[src/rtl/mux_n_pkg.sv]
// -----------------------------------------------------------------------------
// mux_n_pkg
// Shared types and constants for the registered N:1 selector (mux_n_pipe).
//   mux_state_e : output-stage occupancy (EMPTY, FULL/ONE, TWO)
//   DEF_WIDTH   : default channel data width
//   DEF_N       : default channel count
//   sel_width() : select width for N channels (clog2, minimum 1)
// -----------------------------------------------------------------------------
package mux_n_pkg;

  localparam int DEF_WIDTH = 32;
  localparam int DEF_N     = 4;

  // ST_FULL is the one-word state; with the skid register enabled it is the
  // "ONE" state and ST_TWO means the skid register is also occupied.
  typedef enum logic [1:0] {
    ST_EMPTY = 2'd0,
    ST_FULL  = 2'd1,
    ST_TWO   = 2'd2
  } mux_state_e;

  function automatic int sel_width(input int n);
    return (n <= 2) ? 1 : $clog2(n);
  endfunction

endpackage : mux_n_pkg

[src/rtl/mux_n_comb.sv]
// -----------------------------------------------------------------------------
// mux_n_comb
// Pure combinational N:1 selector of WIDTH-bit channels.
//   data_i : flattened channels, channel k = data_i[k*WIDTH +: WIDTH]
//   sel_i  : channel select
//   data_o : selected channel, or 0 when sel_i >= N
//   err_o  : 1 when sel_i >= N (out-of-range select)
// -----------------------------------------------------------------------------
module mux_n_comb #(
  parameter int WIDTH = 32,
  parameter int N     = 4,
  parameter int SEL_W = 2
) (
  input  logic [N*WIDTH-1:0] data_i,
  input  logic [SEL_W-1:0]   sel_i,
  output logic [WIDTH-1:0]   data_o,
  output logic               err_o
);

  // Start from "no channel matched" so an out-of-range select yields a clean
  // zero with the error flag rather than an X.
  always_comb begin
    data_o = '0;
    err_o  = 1'b1;
    for (int k = 0; k < N; k++) begin
      if (sel_i == SEL_W'(k)) begin
        data_o = data_i[k*WIDTH +: WIDTH];
        err_o  = 1'b0;
      end
    end
  end

endmodule : mux_n_comb

[src/rtl/mux_n_pipe.sv]
// -----------------------------------------------------------------------------
// mux_n_pipe
// Registered N-way, WIDTH-bit selector with valid/ready on both sides.
// Out-of-range selects load zero and raise a sticky sel_err.
//
// Build option: define MUXN_SKID_EN to add a one-entry skid register so that
// in_ready is driven from state only (no combinational path from out_ready).
//
// Ports:
//   clk, rst_n          : clock, asynchronous active-low reset
//   in_data [N*WIDTH]   : flattened input channels
//   in_sel  [SEL_W]     : channel select, sampled with in_data
//   in_valid / in_ready : upstream handshake
//   out_data [WIDTH]    : registered selected word
//   out_sel  [SEL_W]    : registered select of that word
//   out_valid/out_ready : downstream handshake
//   sel_err             : sticky out-of-range-select flag
//   err_clr             : clears sel_err (a new error in the same cycle wins)
//   dbg_state           : current occupancy state, for observation
//
// Handshake: a word moves on a rising edge where valid && ready are both high.
// A producer holding valid may not be relied on to wait; a valid without ready
// is simply ignored. out_valid only drops after an output transfer, and
// out_data/out_sel stay stable while out_valid && !out_ready.
// -----------------------------------------------------------------------------
module mux_n_pipe
  import mux_n_pkg::*;
#(
  parameter  int WIDTH = DEF_WIDTH,
  parameter  int N     = DEF_N,
  localparam int SEL_W = sel_width(N)
) (
  input  logic               clk,
  input  logic               rst_n,
  input  logic [N*WIDTH-1:0] in_data,
  input  logic [SEL_W-1:0]   in_sel,
  input  logic               in_valid,
  output logic               in_ready,
  output logic [WIDTH-1:0]   out_data,
  output logic [SEL_W-1:0]   out_sel,
  output logic               out_valid,
  input  logic               out_ready,
  output logic               sel_err,
  input  logic               err_clr,
  output mux_state_e         dbg_state
);

  mux_state_e       state_q, state_d;
  logic [WIDTH-1:0] out_data_q, out_data_d;
  logic [SEL_W-1:0] out_sel_q, out_sel_d;
  logic             sel_err_q, sel_err_d;

  logic [WIDTH-1:0] mux_data;
  logic             mux_err;
  logic             in_xfer;
  logic             out_xfer;

  mux_n_comb #(
    .WIDTH (WIDTH),
    .N     (N),
    .SEL_W (SEL_W)
  ) u_comb (
    .data_i (in_data),
    .sel_i  (in_sel),
    .data_o (mux_data),
    .err_o  (mux_err)
  );

  assign out_valid = (state_q != ST_EMPTY);
  assign in_xfer   = in_valid && in_ready;
  assign out_xfer  = out_valid && out_ready;
  assign out_data  = out_data_q;
  assign out_sel   = out_sel_q;
  assign sel_err   = sel_err_q;
  assign dbg_state = state_q;

  // Error is judged at acceptance, whichever register the word lands in.
  always_comb begin
    sel_err_d = sel_err_q;
    if (in_xfer && mux_err) begin
      sel_err_d = 1'b1;
    end else if (err_clr) begin
      sel_err_d = 1'b0;
    end
  end

`ifdef MUXN_SKID_EN

  logic [WIDTH-1:0] skid_data_q, skid_data_d;
  logic [SEL_W-1:0] skid_sel_q, skid_sel_d;

  // Depends only on state (and reset), never on out_ready.
  assign in_ready = rst_n && (state_q != ST_TWO);

  always_comb begin
    state_d     = state_q;
    out_data_d  = out_data_q;
    out_sel_d   = out_sel_q;
    skid_data_d = skid_data_q;
    skid_sel_d  = skid_sel_q;
    case (state_q)
      ST_EMPTY: begin
        if (in_xfer) begin
          out_data_d = mux_data;
          out_sel_d  = in_sel;
          state_d    = ST_FULL;
        end
      end
      ST_FULL: begin
        if (out_xfer && in_xfer) begin
          out_data_d = mux_data;
          out_sel_d  = in_sel;
        end else if (out_xfer) begin
          state_d = ST_EMPTY;
        end else if (in_xfer) begin
          // Output stalled: park the new word behind the current one.
          skid_data_d = mux_data;
          skid_sel_d  = in_sel;
          state_d     = ST_TWO;
        end
      end
      ST_TWO: begin
        if (out_xfer) begin
          out_data_d = skid_data_q;
          out_sel_d  = skid_sel_q;
          state_d    = ST_FULL;
        end
      end
      default: state_d = ST_EMPTY;
    endcase
  end

  always_ff @(posedge clk or negedge rst_n) begin
    if (!rst_n) begin
      skid_data_q <= '0;
      skid_sel_q  <= '0;
    end else begin
      skid_data_q <= skid_data_d;
      skid_sel_q  <= skid_sel_d;
    end
  end

`else

  // A full stage can still accept when the current word leaves this cycle.
  assign in_ready = rst_n && ((state_q == ST_EMPTY) || out_ready);

  always_comb begin
    state_d    = state_q;
    out_data_d = out_data_q;
    out_sel_d  = out_sel_q;
    case (state_q)
      ST_EMPTY, ST_FULL: begin
        if (in_xfer) begin
          out_data_d = mux_data;
          out_sel_d  = in_sel;
          state_d    = ST_FULL;
        end else if (out_xfer) begin
          state_d = ST_EMPTY;
        end
      end
      default: state_d = ST_EMPTY;
    endcase
  end

`endif

  always_ff @(posedge clk or negedge rst_n) begin
    if (!rst_n) begin
      state_q    <= ST_EMPTY;
      out_data_q <= '0;
      out_sel_q  <= '0;
      sel_err_q  <= 1'b0;
    end else begin
      state_q    <= state_d;
      out_data_q <= out_data_d;
      out_sel_q  <= out_sel_d;
      sel_err_q  <= sel_err_d;
    end
  end

endmodule : mux_n_pipe

[config.mk]
export PLATFORM = sky130hd
export DESIGN_NAME = mux_n_pipe
export DESIGN_NICKNAME = d
export VERILOG_FILES = /design/src/rtl/mux_n_pkg.sv /design/src/rtl/mux_n_comb.sv /design/src/rtl/mux_n_pipe.sv
export SDC_FILE = /design/constraint.sdc
export NUM_CORES = 1
export LEC_CHECK = 0
export ABC_AREA = 0
export CORE_UTILIZATION = 37
export DETAILED_ROUTE_END_ITERATION = 16
export PLACE_DENSITY = 0.95
export SYNTH_ARGS = -nofsm -noshare
export SYNTH_HDL_FRONTEND = slang
export SYNTH_HIERARCHICAL = 1
export SYNTH_SLANG_ARGS = --single-unit
[constraint.sdc]
create_clock -name clk -period 2.8 [get_ports clk]
set_clock_uncertainty 0.15 [all_clocks]
set_input_delay 0.28 -clock clk [delete_from_list [all_inputs] [get_ports clk]]
set_output_delay 0.28 -clock clk [all_outputs]
set_load 0.01 [all_outputs]
# Word level (Yosys, flattened, before mapping)
# Cells that the tools add are included.
# totals
regBits	37
latchBits	0
mem_bits_rw	0
rom_bits	0
output_inout_bits	39
elab_cells	33
memories	0
# classes
n_addsub	0
mul	0
div_mod_pow	0
n_lt_le_gt_ge	0
n_eq_ne	5
n_shift	0
n_mux	13
n_bitwise	0
reduce_logical	11
# ops
op	n
32-bit two-way mux	4
1-bit two-way mux	6
2-bit two-way mux	3
2-bit by 1-bit == test with 1-bit output (second input constant)	2
2-bit == test (second input constant)	2
1-bit logical AND	4
2-bit zero test	2
2-bit nonzero test	2
3-bit != test (second input constant)	1
2-bit AND reduction	1
2-bit OR reduction	1
1-bit logical OR	1

# Longest topological paths before layout
# logic_depth
depth_word	7
mapped_depth	5
mapped_depth_nobuf	3

# Hierarchy
# Netlist, hierarchy kept.
# by_module_without_submodules
mod	n_inst	cells_per_inst	area_each_um2	seq_area_each_um2
mux_n_pipe	1	84	1541.5	900.9
mux_n_comb	1	41	825.8	0.0

# Worst setup path before layout
# Ideal clock, no wire load.
# synth_timing
path_type	input -> register
from	in in_sel[0]
to	reg out_data_q[10], in the netlist out_data[10]
arrival_time_ns	1.278
required_ns	2.525
slack_ns	1.247
cell_stages	4
n_path_buf	2
path_cell_list	buf_6 > buf_12 > mux4_2 > mux2_4
# synth_via
elab_chain_len	5
elab_cells_between_ends	8
cone_classes	eq/ne (3); mux (4); reduce/logical (1)
# synth_lines
item	line_no	rtl
start: declaration	mux_n_pipe.sv:36	input logic [SEL_W-1:0] in_sel,
2-bit zero test	mux_n_comb.sv:26	if (sel_i == SEL_W'(k)) begin
32-bit two-way mux (3 in a row)	mux_n_comb.sv:26	
32-bit two-way mux *	mux_n_comb.sv:26	
net mux_data[10]	mux_n_pipe.sv:53	logic [WIDTH-1:0] mux_data;
end signal: assignment	mux_n_pipe.sv:176	out_data_q <= out_data_d;
end: declaration	mux_n_pipe.sv:49	logic [WIDTH-1:0] out_data_q, out_data_d;
# Mark *: on every way through the listed nets, which the timed path passes. The rest lies on a longest branch.
# A chain may end at the register's enable or synchronous reset.

# Worst setup path in the final report
# layout_timing
from	in out_ready
to	out in_ready
# layout_via
elab_chain_len	2
# layout_lines
item	line_no	rtl
start: declaration	mux_n_pipe.sv:42	input logic out_ready,
1-bit logical OR	mux_n_pipe.sv:146	assign in_ready = rst_n && ((state_q == ST_EMPTY) || out_ready);
1-bit logical AND	mux_n_pipe.sv:146	
end: declaration	mux_n_pipe.sv:38	output logic in_ready,
# No other way between the ends.

==> results.sh <==
export IMPL_postRouteAntennaNets=0
export IMPL_root_buffer="clkbuf_8"
export IMPL_reg2reg_slack_ns=1.21
export IMPL_die_w_um=82.0
export IMPL_first_global_vias=2083
export IMPL_synth_nets=260
export IMPL_failed_checks="negative hold slack"
export IMPL_whs_ns=-0.0230
export IMPL_die_area_sq_mm=0.00672
export IMPL_ys_ff_latch=36
export IMPL_dr_pass1_iters=4
export IMPL_routed_via_density=5.04
export IMPL_diodes=0
export IMPL_core_sq_mm=0.00606
export IMPL_insertion_delay_ns=0.28
export IMPL_fmax_mhz=503
export IMPL_fin_cells=370
export IMPL_avgSynthCellArea_sq_um=18.9
export IMPL_cp_data_arrival_time_ns=1.56
export IMPL_num_rows=28
export IMPL_slew_viol_final=0
export IMPL_h_tree_depth=2
export IMPL_r2r_start="dbg_state[0]"
export IMPL_synthesis_area_sq_mm=0.00237
export IMPL_overflow=0
export IMPL_port_buffers=172
export IMPL_rr_worst_depth=4
export IMPL_status="complete, but fails checks"
export IMPL_area_growth_synth_to_final_pct=74.7
export IMPL_hold_violations=15
export IMPL_cts_sinks=36
export IMPL_setup_ws_ns=0.812
export IMPL_path_max_fanout=3
export IMPL_clk_pin_slew_ns=0.07
export IMPL_start_util_pct=39.1
export IMPL_ir_worst_vdd_mv=0.249
export IMPL_final_setup_tns_ns=0
export IMPL_dpl_hpwl_um=5460
export IMPL_postSynthCellCount=125
export IMPL_cts_buffers=5
export IMPL_wl_um=6820
export IMPL_rsz0062_at_grt="false"
export IMPL_fin_crit_ns=1.99
export IMPL_worstHoldPathType="input port to asynchronous set/reset pin"
export IMPL_io_pins=174
export IMPL_setup_worst_path_start_class="input port"
export IMPL_setup_viol=0
export IMPL_yosysTopAreaCell="dfrtp_1"
export IMPL_dp_cells=363
export IMPL_clockBufferDepth=2
export IMPL_drc_errors=0
export IMPL_worstReg2RegEnd="out_data[27]"
export IMPL_track_usage_pct=21.1
export IMPL_p_leak_nw=1.66
export IMPL_gp_congestion=0.708
export IMPL_post_cts_buffers=0
export IMPL_drive_above_1_share_pct=27.5
export IMPL_dp_slack_ns=0.671
export IMPL_ctsHoldBuffers=0
export IMPL_grt_pass1_wl_um=10100
export IMPL_seq_area_frac_synth_pct=38.1
export IMPL_power_density_mw_per_mm2=464
export IMPL_detail_route_wl_per_cell_um=18.4
export IMPL_vias=1866
export IMPL_yosysTopAreaCellShare_pct=38.1
export IMPL_cts_resized=0
export IMPL_ys_types=17
export IMPL_yosysWarnings=6
export IMPL_critical_path_class="input port to output port"
export IMPL_antenna_found_initial=0
export IMPL_worst_setup_path_end_kind="output port"
export IMPL_crit_required_ns=2.37
export IMPL_drtIter0Drc=33
export IMPL_netlist_top_cells_area="dfrtp_1, mux4_2, mux2_4"
export IMPL_maxCapViolations=0
export IMPL_grt_max_degree=37
export IMPL_period_share_pct=71.0
export IMPL_cts_tree="yes"
export IMPL_nets=430
export IMPL_die_y_um=82.0
==> worst max path at each step <==
stage | end | startpoint | cells after the start
after CTS | in_ready | out_ready | 4
after global routing | in_ready | out_ready | 4
after detailed placement | out_data[14] | in_sel[0] | 4
after global placement | out_data[6] | in_sel[0] | 4
after floorplan | out_data[10] | in_sel[0] | 4
final | in_ready | out_ready | 4
==> cell families (layout without fill, tap and decap cells) <==
kind of cell	after synthesis	after routing	synth area share, %
multiplexers	66	66	51.5
AND/OR/NAND/NOR	5	5	1.80
other	2	2	0.317
flip-flops	36	36	38.1
AO/OA/AOI/OAI	1	1	0.370
buffers and inverters	15	185	7.93
==> cells in the mapped netlist <==
cell / count
dfrtp_1: 36
mux4_2: 30
mux2_4: 29
buf_12: 6
mux2_2: 5
buf_2: 3
buf_4: 3
conb_1: 2
mux4_1: 2
nand2_1: 2
a22o_1: 1
and2_2: 1
buf_6: 1
buf_8: 1
inv_1: 1
nand2b_4: 1
nor2b_4: 1
==> metal layers <==
layer | track usage (%) | vias to the layer above | wire [um]
li1 | - | 832 | -
met1 | 22.0 | 929 | 2340
met2 | 41.6 | 97 | 3890
met3 | 4.44 | 8 | 516
met4 | 6.49 | 0 | 76
met5 | 0 | - | 0
==> state kept, by name (all words and copies together) (netlist names) <==
| register | count |
|---|---|
| dbg_state | 1 |
| out_data | 32 |
| out_sel | 2 |
| sel_err | 1 |
==> where the power goes <==
group	switching, W	internal, W
combinational	0.000231	0.000578
clock	0.000185	0.000219
sequential	0.0000685	0.000635
==> final cells by class <==
| class | instances | area [sq um] |
|---|---|---|
| tap | 75 | 93.8 |
| multi-input combinational | 74 | 1280 |
| sequential | 36 | 901 |
| timing repair buffer | 177 | 1760 |
| fill | 420 | 1930 |
| clock buffer | 7 | 96.3 |
| inverter | 1 | 3.75 |
==> metrics by stage <==
| step | instance area [sq um] | util, % | total power [W] | hold WS (ns) |
|---|---|---|---|---|
| after floorplan | 2370 | - | 0.00107 | -0.166 |
| after global placement | 4040 | 66.6 | 0.00150 | 0.317 |
| after detailed placement | 4040 | 66.6 | 0.00153 | 0.331 |
| after CTS | 4140 | 68.2 | 0.00194 | 0.0205 |
| after global routing | 4140 | 68.2 | 0.00201 | 0.0316 |
| final | 4140 | 68.2 | 0.00192 | -0.0230 |
==> critical path, stage by stage <==
cell and delay, ns:
clkdlybuf4s50_1 0.48, nand2b_4 0.13, and2_2 0.13, clkdlybuf4s50_1 0.53
==> cell usage in the layout (no fill, tap or decap) <==
cell,count
a22o_1,1
and2_2,1
buf_12,1
buf_2,2
buf_4,4
clkbuf_8,7
clkdlybuf4s50_1,170
conb_1,2
dfrtp_1,36
inv_1,1
mux2_2,5
mux2_4,29
mux4_1,2
mux4_2,30
nand2_1,2
nand2b_4,1
nor2b_4,1
Note: power is estimated with default switching activity, not from simulation.
